File: src/rtl/branch_rs.sv
// branch_rs: reservation station in front of the branch unit.
// Ports: clk/rst, dispatch_en/dispatch_entry in, full/count out,
//        wb_en/wb_prd wakeup, issue_en/issue_entry/ready issue, flush.
package pkg;
  localparam int PHYS_REG_BITS = 6;
  localparam int ROB_TAG_BITS  = 5;

  typedef struct packed {
    logic [3:0]               alu_op;
    logic [31:0]              immediate;
    logic [31:0]              pc;
    logic [PHYS_REG_BITS-1:0] prd;
    logic [PHYS_REG_BITS-1:0] prs1;
    logic [PHYS_REG_BITS-1:0] prs2;
    logic                     prs1_ready;
    logic                     prs2_ready;
    logic [ROB_TAG_BITS-1:0]  rob_tag;
    logic                     reg_write;
  } rs_entry_t;
endpackage

module branch_rs
  import pkg::*;
#(
  parameter int DEPTH  = 4,
  parameter int NUM_WB = 2
) (
  input  logic                          clk,
  input  logic                          rst,
  input  logic                          dispatch_en,
  input  rs_entry_t                     dispatch_entry,
  output logic                          full,
  output logic [$clog2(DEPTH):0]        count,
  input  logic [NUM_WB-1:0]             wb_en,
  input  logic [NUM_WB-1:0]
               [PHYS_REG_BITS-1:0]      wb_prd,
  output logic                          issue_en,
  output rs_entry_t                     issue_entry,
  input  logic                          ready,
  input  logic                          flush
);

  localparam int CW = $clog2(DEPTH) + 1;
  localparam int EW = $bits(rs_entry_t);

  rs_entry_t        ent   [DEPTH];
  logic [DEPTH-1:0] older [DEPTH];
  logic [DEPTH-1:0] valid;

  logic [DEPTH-1:0] wk1;
  logic [DEPTH-1:0] wk2;
  logic [DEPTH-1:0] elig;
  logic [DEPTH-1:0] sel;
  logic [DEPTH-1:0] alloc;
  logic             d_wk1;
  logic             d_wk2;
  logic             do_issue;
  logic             do_disp;
  rs_entry_t        disp_w;

  // Wakeup compare for stored slots and for the
  // entry arriving this cycle.
  always_comb begin
    wk1   = '0;
    wk2   = '0;
    d_wk1 = 1'b0;
    d_wk2 = 1'b0;
    for (int k = 0; k < NUM_WB; k++) begin
      if (wb_en[k]) begin
        for (int i = 0; i < DEPTH; i++) begin
          if (wb_prd[k] == ent[i].prs1) wk1[i] = 1'b1;
          if (wb_prd[k] == ent[i].prs2) wk2[i] = 1'b1;
        end
        if (wb_prd[k] == dispatch_entry.prs1) d_wk1 = 1'b1;
        if (wb_prd[k] == dispatch_entry.prs2) d_wk2 = 1'b1;
      end
    end
  end

  always_comb begin
    disp_w            = dispatch_entry;
    disp_w.prs1_ready = dispatch_entry.prs1_ready | d_wk1;
    disp_w.prs2_ready = dispatch_entry.prs2_ready | d_wk2;
  end

  // Lowest-index free slot.
  always_comb begin
    logic hit;
    alloc = '0;
    hit   = 1'b0;
    for (int i = 0; i < DEPTH; i++) begin
      if (!valid[i] && !hit) begin
        alloc[i] = 1'b1;
        hit      = 1'b1;
      end
    end
  end

  always_comb begin
    for (int i = 0; i < DEPTH; i++) begin
      elig[i] = valid[i]
              & ent[i].prs1_ready
              & ent[i].prs2_ready;
    end
  end

  // Oldest eligible: no other eligible slot is older.
  always_comb begin
    logic [DEPTH-1:0] col;
    sel = '0;
    col = '0;
    for (int i = 0; i < DEPTH; i++) begin
      for (int j = 0; j < DEPTH; j++) begin
        col[j] = older[j][i];
      end
      sel[i] = elig[i] && ((elig & col) == '0);
    end
  end

  always_comb begin
    logic [EW-1:0] mux;
    mux = '0;
    for (int i = 0; i < DEPTH; i++) begin
      mux = mux | (ent[i] & {EW{sel[i]}});
    end
    issue_entry = rs_entry_t'(mux);
  end

  assign issue_en = |elig;
  assign do_issue = issue_en & ready;
  assign do_disp  = dispatch_en & ~full;
  assign full     = &valid;

  always_comb begin
    count = '0;
    for (int i = 0; i < DEPTH; i++) begin
      count = count + CW'(valid[i]);
    end
  end

  always_ff @(posedge clk) begin
    if (rst || flush) begin
      valid <= '0;
    end else begin
      valid <= (valid & ~(do_issue ? sel : '0))
             | (do_disp ? alloc : '0);
    end
  end

  // Payload, ready bits and age are don't-care
  // while a slot is invalid, so they carry no reset.
  always_ff @(posedge clk) begin
    for (int i = 0; i < DEPTH; i++) begin
      if (do_disp && alloc[i]) begin
        ent[i] <= disp_w;
      end else begin
        ent[i].prs1_ready <= ent[i].prs1_ready | wk1[i];
        ent[i].prs2_ready <= ent[i].prs2_ready | wk2[i];
      end
    end
  end

  // older[i][j]: slot i was dispatched before slot j.
  always_ff @(posedge clk) begin
    for (int i = 0; i < DEPTH; i++) begin
      for (int j = 0; j < DEPTH; j++) begin
        if (do_disp && alloc[i]) begin
          older[i][j] <= 1'b0;
        end else if (do_disp && alloc[j]) begin
          older[i][j] <= valid[i];
        end
      end
    end
  end

endmodule

File: config.mk
export PLATFORM = sky130hd
export DESIGN_NAME = branch_rs
export DESIGN_NICKNAME = d
export VERILOG_FILES = /design/src/rtl/branch_rs.sv
export SDC_FILE = /design/constraint.sdc
export NUM_CORES = 1
export LEC_CHECK = 0
export CAP_MARGIN = 20
export CORE_UTILIZATION = 39
export CTS_BUF_LIST = sky130_fd_sc_hd__clkbuf_16
export CTS_CLUSTER_DIAMETER = 200
export CTS_CLUSTER_SIZE = 10
export DETAILED_ROUTE_END_ITERATION = 10
export HOLD_SLACK_MARGIN = 0.02
export PLACE_DENSITY = 0.68
export SKIP_CTS_REPAIR_TIMING = 1
export SLEW_MARGIN = 20
export SYNTH_ARGS = -nofsm -noshare
export SYNTH_HDL_FRONTEND = slang
export SYNTH_SLANG_ARGS = --single-unit
File: constraint.sdc
create_clock -name clk -period 5.97 [get_ports clk]
set_input_delay 1.194 -clock clk [delete_from_list [all_inputs] [get_ports clk]]
set_output_delay 1.194 -clock clk [all_outputs]
set_load 0.03 [all_outputs]
# ---- Word level (Yosys, flattened, before mapping)
# Memory sizes are Yosys's and may differ from the RTL's.
# Cells that the tools add are included.
dict set report totals {
  regBits 4
  ramBits 392
  mem_count 2
  output_inout_bits 99
  wordCells 196
}
dict set report op_classes {
  n_addsub 3
  eq_ne 20
  n_mux 92
  bitwise 55
  reduce_logical 23
}
# memory depth width rd rd_clocked_by_memory_dff write_ports line_no
set memory_table {}
lappend memory_table {ent 4 94 4 0 4 46} ;# rs_entry_t ent [DEPTH];
lappend memory_table {older 4 4 4 0 4 47} ;# logic [DEPTH-1:0] older [DEPTH];
# operator count
set op_table {}
lappend op_table {{$and A94 B94 Y94} 4}
lappend op_table {{$or A94 B94 Y94} 3}
lappend op_table {{$eq A6 B6 Y1} 20}
lappend op_table {{$mux W1} 86}
lappend op_table {{$or A1 B1 Y1} 30}
lappend op_table {{$mux W4} 6}
lappend op_table {{$and A4 B4 Y4} 5}
lappend op_table {{$logic_not A4 Y1} 4}
lappend op_table {{$logic_and A1 B1 Y1} 11}
lappend op_table {{$and A1 B1 Y1} 10}
lappend op_table {{$logic_not A1 Y1} 5}
lappend op_table {{$not A4 Y4} 1}
lappend op_table {{$or A4 B4 Y4} 1}
lappend op_table {{$reduce_and A4 Y1} 1}
lappend op_table {{$reduce_or A4 Y1} 1}
lappend op_table {{$add A2 B1 Y3} 1}
lappend op_table {{$add A3 B1 Y3} 1}
lappend op_table {{$add A1 B1 Y2} 1}
lappend op_table {{$logic_or A1 B1 Y1} 1}
lappend op_table {{$not A1 Y1} 1}

# ---- Logic depth before layout (Yosys ltp)
dict set report logic_depth {
  ltp_word 14
  depth_mapped 8
  ltp_nobuf 6
}

# ---- Worst setup path before layout
# OpenSTA, ideal clock, no wires.
dict set report synth_path {
  path_kind {input -> register}
  from {input dispatch_en}
  to {register valid[2]}
  path_slack_ns 0.095
  arrival_ns 5.788
  cell_stages 4
  n_path_buf 0
  t_required_ns 5.883
  cell_sequence {nand2_1 nor2_1 o21ai_0 a21oi_1}
}
dict set report synth_via {
  elab_chain_len 3
}
# element line_no
set synth_lines {}
lappend synth_lines {{start, declared} 30} ;# input logic dispatch_en,
lappend synth_lines {{$and A1 B1 Y1} 131} ;# assign do_disp = dispatch_en & ~full;
lappend synth_lines {{$mux W4} 146} ;# | (do_disp ? alloc : '0);
lappend synth_lines {{$or A4 B4 Y4} 146}
lappend synth_lines {{end signal, assigned} 145} ;# valid <= (valid & ~(do_issue ? sel : '0))
lappend synth_lines {{end, declared} 48} ;# logic [DEPTH-1:0] valid;
# No other way between the ends.
# A chain may end at the register's enable or synchronous reset.

==> flow_metrics.py <==
metrics = {
    "cts": {
        "tritoncts": "yes",
        "cts-buffers-inserted": 45,
        "clock_latency_ns": 0.55,
        "worst_case_clock_buffer_depth": 3,
        "root_buffer": "sky130_fd_sc_hd__clkbuf_16",
        "cts_sinks": 392,
        "htree_num_levels": 2,
        "clk_pin_slew_worst_paths_ns": 0.06,
    },
    "placed_design": {
        "dp.final_hpwl_mm": 21.4,
        "io_buffers": 211,
        "placement.cell_area_sq_um": 18000,
        "gp_congestion": 0.854,
    },
    "min_path": {
        "hp-class": "reg -> reg",
    },
    "yosys": {
        "netlist.top_cell.by_area": "sky130_fd_sc_hd__edfxtp_1",
        "ys_top_cells_by_area": "sky130_fd_sc_hd__edfxtp_1, sky130_fd_sc_hd__a222oi_1, sky130_fd_sc_hd__nand2_1",
        "syn-instance-count": 972,
        "synth_cell_type_count": 29,
        "synth_area_per_cell_sq_um": 15.8,
        "yosysTopAreaCellShare_pct": 74.1,
        "synth.yosys.seq_area_share_pct": 75.7,
        "net_count_synth": 1091,
        "synthesis.area_sq_um": 15400,
        "synth.ff_latch_count": 392,
        "ys_warn_count": 0,
    },
    "worst_setup_path": {
        "cp-start-kind": "flop",
        "worstPathRequired_ns": 4.78,
        "critical_path_peak_fanout": 58,
        "critical_path_arrival_ns": 3.63,
        "path_class": "reg -> out",
        "setup.worst_path.end_class": "output port",
    },
    "timing": {
        "tightestPinTransition_ns": 1.00,
        "final-setup-viol-count": 0,
        "report.final.slew_viol_count": 0,
        "normalized_max_slew_margin_pct": 33.1,
        "fin_tns_setup_ns": 0,
        "period_utilization_pct": 80.9,
        "final.min_clock_period_ns": 4.83,
        "finalClockSkew_ns": 0.0201,
        "final_hold_viol_count": 0,
        "achievable-frequency_ghz": 0.207,
        "grt_setup_unrepaired": "no",
    },
    "grt": {
        "grt.total_usage_pct": 18.1,
        "remaining_global_route_overflow": 0,
        "antenna_found_initial": 3,
        "pin_count_of_the_biggest_net_entering_global_routing": 98,
        "grt_pass1_wl_mm": 55.7,
        "grt_pass1_vias": 9605,
    },
    "flow_run": {
        "max_cap_viol_count": 0,
    },
    "power_and_ir_drop": {
        "p_total_mw": 5.88,
        "power.ir.vdd_worst_uv": 221,
        "total_leakage_power_nw": 6.62,
        "power_density_nw_per_um2": 306,
    },
    "routing": {
        "detailroute.via_count": 9289,
        "finalWirelength_mm": 36.9,
        "vias_per_cell": 5.39,
        "drt-wirelength-per-cell_microns": 21.4,
        "drt-initial-drc-count": 794,
        "ant_nets": 0,
        "remaining_drc_errors": 0,
        "drt-pass1-iter-count": 7,
    },
    "floorplanning": {
        "chipWidth_microns": 201,
        "die_area_sq_um": 40300,
        "num_rows": 72,
        "floorplan.io_pins": 212,
        "floorplan.core_area_sq_um": 38800,
        "floorplan.initialDensity_pct": 39.7,
        "fp.dieH_microns": 201,
    },
    "cells_and_area": {
        "synthToLayoutAreaGrowth_pct": 24.9,
        "drive_gt1_share_pct": 5.99,
        "final_nets": 1303,
        "design_area_sq_um": 19200,
        "post-route-util_pct": 49.5,
    },
    "run_status": {
        "status": "finished, final reports clean",
    },
}
## metal layers
layer	vias up	global-route usage, %	share of wire, %
met3	69	4.12	7.1
met2	351	29.9	49
li1	4214	-	-
met4	2	7.25	2.3
met1	4653	23.2	42
met5	-	0	0.043
## synthesized netlist by cell type (all sizes together)
cell and count:
or4 3, dfxtp 12, edfxtp 380, a2111oi 1, o21ai 5, xor2 60, xnor2 60, buf 46
inv 10, fa 1, and2 3, a31oi 1, nand3 3, nor2 8, a21oi 12, nor4 28
nand4 21, nand2 192, ha 5, a222oi 93, clkbuf 13, nor3 5, a22oi 3, and3 7
## report_power, final
group | switching (mW) | internal [mW] | leakage, nW
Combinational | 0.205 | 0.154 | 2.35
Clock | 1.00 | 1.39 | 0.673
Sequential | 0.0313 | 3.10 | 3.60
Total | 1.24 | 4.64 | 6.62
## path summary, 6_finish.rpt
check             startpoint               to  slack [ns]  depth (start not counted)
hold / removal     ent[3][6]        ent[3][6]        0.52                          2
setup reg to reg    valid[2]       ent[3][73]        3.32                          3
hold reg to reg    ent[3][6]        ent[3][6]        0.52                          2
setup / recovery    valid[2]  issue_entry[30]        1.14                          7
## critical path: stages, from the launching register on
cell	delay, ns
sky130_fd_sc_hd__dfxtp_1	0.45
sky130_fd_sc_hd__and3_2	0.29
sky130_fd_sc_hd__a22oi_1	0.19
sky130_fd_sc_hd__and3_4	0.75
sky130_fd_sc_hd__buf_4	0.42
sky130_fd_sc_hd__a222oi_1	0.16
sky130_fd_sc_hd__nand2_1	0.13
sky130_fd_sc_hd__clkdlybuf4s50_1	0.68
## layout by cell type (no fill, tap or decap), drive strengths merged
cell type,count
o21ai,5
and3,7
diode,2
fa,1
edfxtp,380
or4,3
inv,28
a22oi,3
nand3,3
a222oi,93
xnor2,60
buf,13
nor3,5
a2111oi,1
xor2,60
nand2,192
clkbuf,47
nand4,21
a31oi,1
nor2,8
and2,3
a21oi,12
nor4,28
clkdlybuf4s50,211
ha,5
dfxtp,12
## logic make-up after synthesis
group	count (synthesis)	synth area share (%)
flops	392	75.7
xor+xnor	120	6.83
compound gates	115	6.84
fa+ha+maj	6	0.536
buf+inv	69	2.44
simple gates	270	7.69
## cell type report
| cell class | count | area [sq um] |
|---|---|---|
| antenna | 2 | 5.00 |
| timing repair buffer | 224 | 2230 |
| sequential | 392 | 11700 |
| clock inverter | 18 | 77.6 |
| multi-input combinational | 511 | 3400 |
| fill | 3251 | 19600 |
| inverter | 10 | 45.0 |
| clock buffer | 47 | 1180 |
| tap | 518 | 648 |
## state kept, by name, indices dropped and copies added, names as in the netlist
| register | cells |
|---|---|
| valid | 4 |
| older | 12 |
| ent | 376 |
## per-stage QoR
step	setup WS, ns	cells	hold WS, ns
floorplan	0.0950	972	0.466
global placement	1.74	1655	0.496
detailed placement	1.71	1655	0.501
CTS	1.09	1720	0.525
global route	0.956	1721	0.576
finish	1.14	1722	0.519
Note: power is estimated with default switching activity, not from simulation.
==> RTL edit, RTL diff (config.mk and constraints unchanged) <==
`ROB_TAG_BITS`: 5 -> 7.
--- a/src/rtl/branch_rs.sv
+++ b/src/rtl/branch_rs.sv
@@ -3,7 +3,7 @@
 //        wb_en/wb_prd wakeup, issue_en/issue_entry/ready issue, flush.
 package pkg;
   localparam int PHYS_REG_BITS = 6;
-  localparam int ROB_TAG_BITS  = 5;
+  localparam int ROB_TAG_BITS  = 7;
 
   typedef struct packed {
     logic [3:0]               alu_op;
Ports: changed (resized dispatch_entry and issue_entry); port bits go from 212 to 216. No check against the original RTL was run, so the function may have changed too.
==> RTL edit against the unedited design <==
  * Worst hold slack better by 0.0056 ns
  * Synthesized cell count is 1.5% higher
  * Non-clock buffer count is 3 higher
  * Sequential cell count is 8 higher
  * Final cell count is 1.4% higher
  * Power is 0.35% higher
  * Critical path depth is 1 lower
  * Clock skew is 0.0068 ns higher
  * Cell area is 3.0% higher
  * Count of clock-buffer cells in the layout is 2 lower
  * Clock power is 2% lower
  * Wire length is 1.7% higher
  * Setup slack worse by 0.020 ns
  * Synthesized area is 3.9% higher
==> RTL edit: results (changes against the unedited design) <==
Total GRT Usage 18.2% (was 18.1%); EDFF count, synth 388 (was 380); cell total after placement 1,680 (was 1,655); final wirelength 37,500 um (was 36,900 um); Non-CTS buffers 227 (was 224); synth top area cells edfxtp_1, a22oi_1, xnor2_1, xor2_1, nand2_1 (was edfxtp_1, a222oi_1, nand2_1, xnor2_1, xor2_1); vias in the first global route 9,803 (was 9,605); Port Buffers 215 (was 211); TritonRoute pass-1 iters 5 (was 7); initial antenna violation count 1 (was 3); filler cell count 3,391 (was 3,251); syn nets 1,108 (was 1,091); buffering overhead 11.6% (about the same); layout cells sized above 1 8.19% (was 5.99%); CP Data Arrival Time 3.65 ns (was 3.63 ns); sequential element share of the synthesized area 74.3% (was 75.7%); Seq. cell area 0.0119 sq mm (was 0.0117 sq mm); clock buffers 45 (was 47); Rel. slew slack 32.7% (was 33.1%); met3 wire len 2400 um (was 2620 um); Syn Inst Count 987 (was 972); critical-path maximum fanout 64 (was 58); RD Place Congestion 0.798 (was 0.854); largest net degree at the start of global routing 67 (was 98); multi-input gate count 518 (was 511); Clock buf/inv share 6.13% (was 6.52%); WL met1 16,100 um (was 15,500 um); first-pass GRT wire length 57,600 um (was 55,700 um); Detail Placement HPWL 22,200 um (was 21,400 um); status finished clean (unchanged); n_diodes 0 (was 2); Worst VDD drop 0.000224 V (was 0.000221 V); Initial DRC Count 591 (was 794); seq_cells 400 (was 392); Layout Nets 1,323 (was 1,303); Adder-Cell Fraction of Synth Area 0.516% (was 0.536%); Layout Skew 0.0269 ns (was 0.0201 ns); synth cell count leaders edfxtp_1, a22oi_1, nand2_1 (was edfxtp_1, nand2_1, a222oi_1); mapped cell area 0.0160 sq mm (was 0.0154 sq mm); met3 usage 4.44% (was 4.12%)
-- RTL edit: stage by stage --
stage | power (mW) | setup slack, ns | instance area, sq um | hold slack, ns
after global placement | 3.60 | 1.72 | 18600 | 0.508
final | 5.90 | 1.12 | 19800 | 0.525
after detailed placement | 3.61 | 1.66 | 18600 | 0.516
after global routing | 6.09 | 0.892 | 19800 | 0.570
after floorplan | 3.42 | 0.00700 | 16000 | 0.468
after CTS | 5.96 | 1.05 | 19800 | 0.530
-- RTL edit: final timing paths --
| check | depth (start not counted) | from | slack [ns] | to |
|---|---|---|---|---|
| setup / recovery | 6 | valid[2] | 1.12 | issue_entry[92] |
| hold / removal | 2 | ent[2][8] | 0.52 | ent[2][8] |
| setup reg to reg | 5 | valid[1] | 3.37 | ent[0][57] |
| hold reg to reg | 2 | ent[2][8] | 0.52 | ent[2][8] |
-- RTL edit: power by group --
part | internal, mW | switching [mW]
Combinational | 0.156 | 0.205
Clock | 1.34 | 1.01
Sequential | 3.16 | 0.0329
Total | 4.66 | 1.24
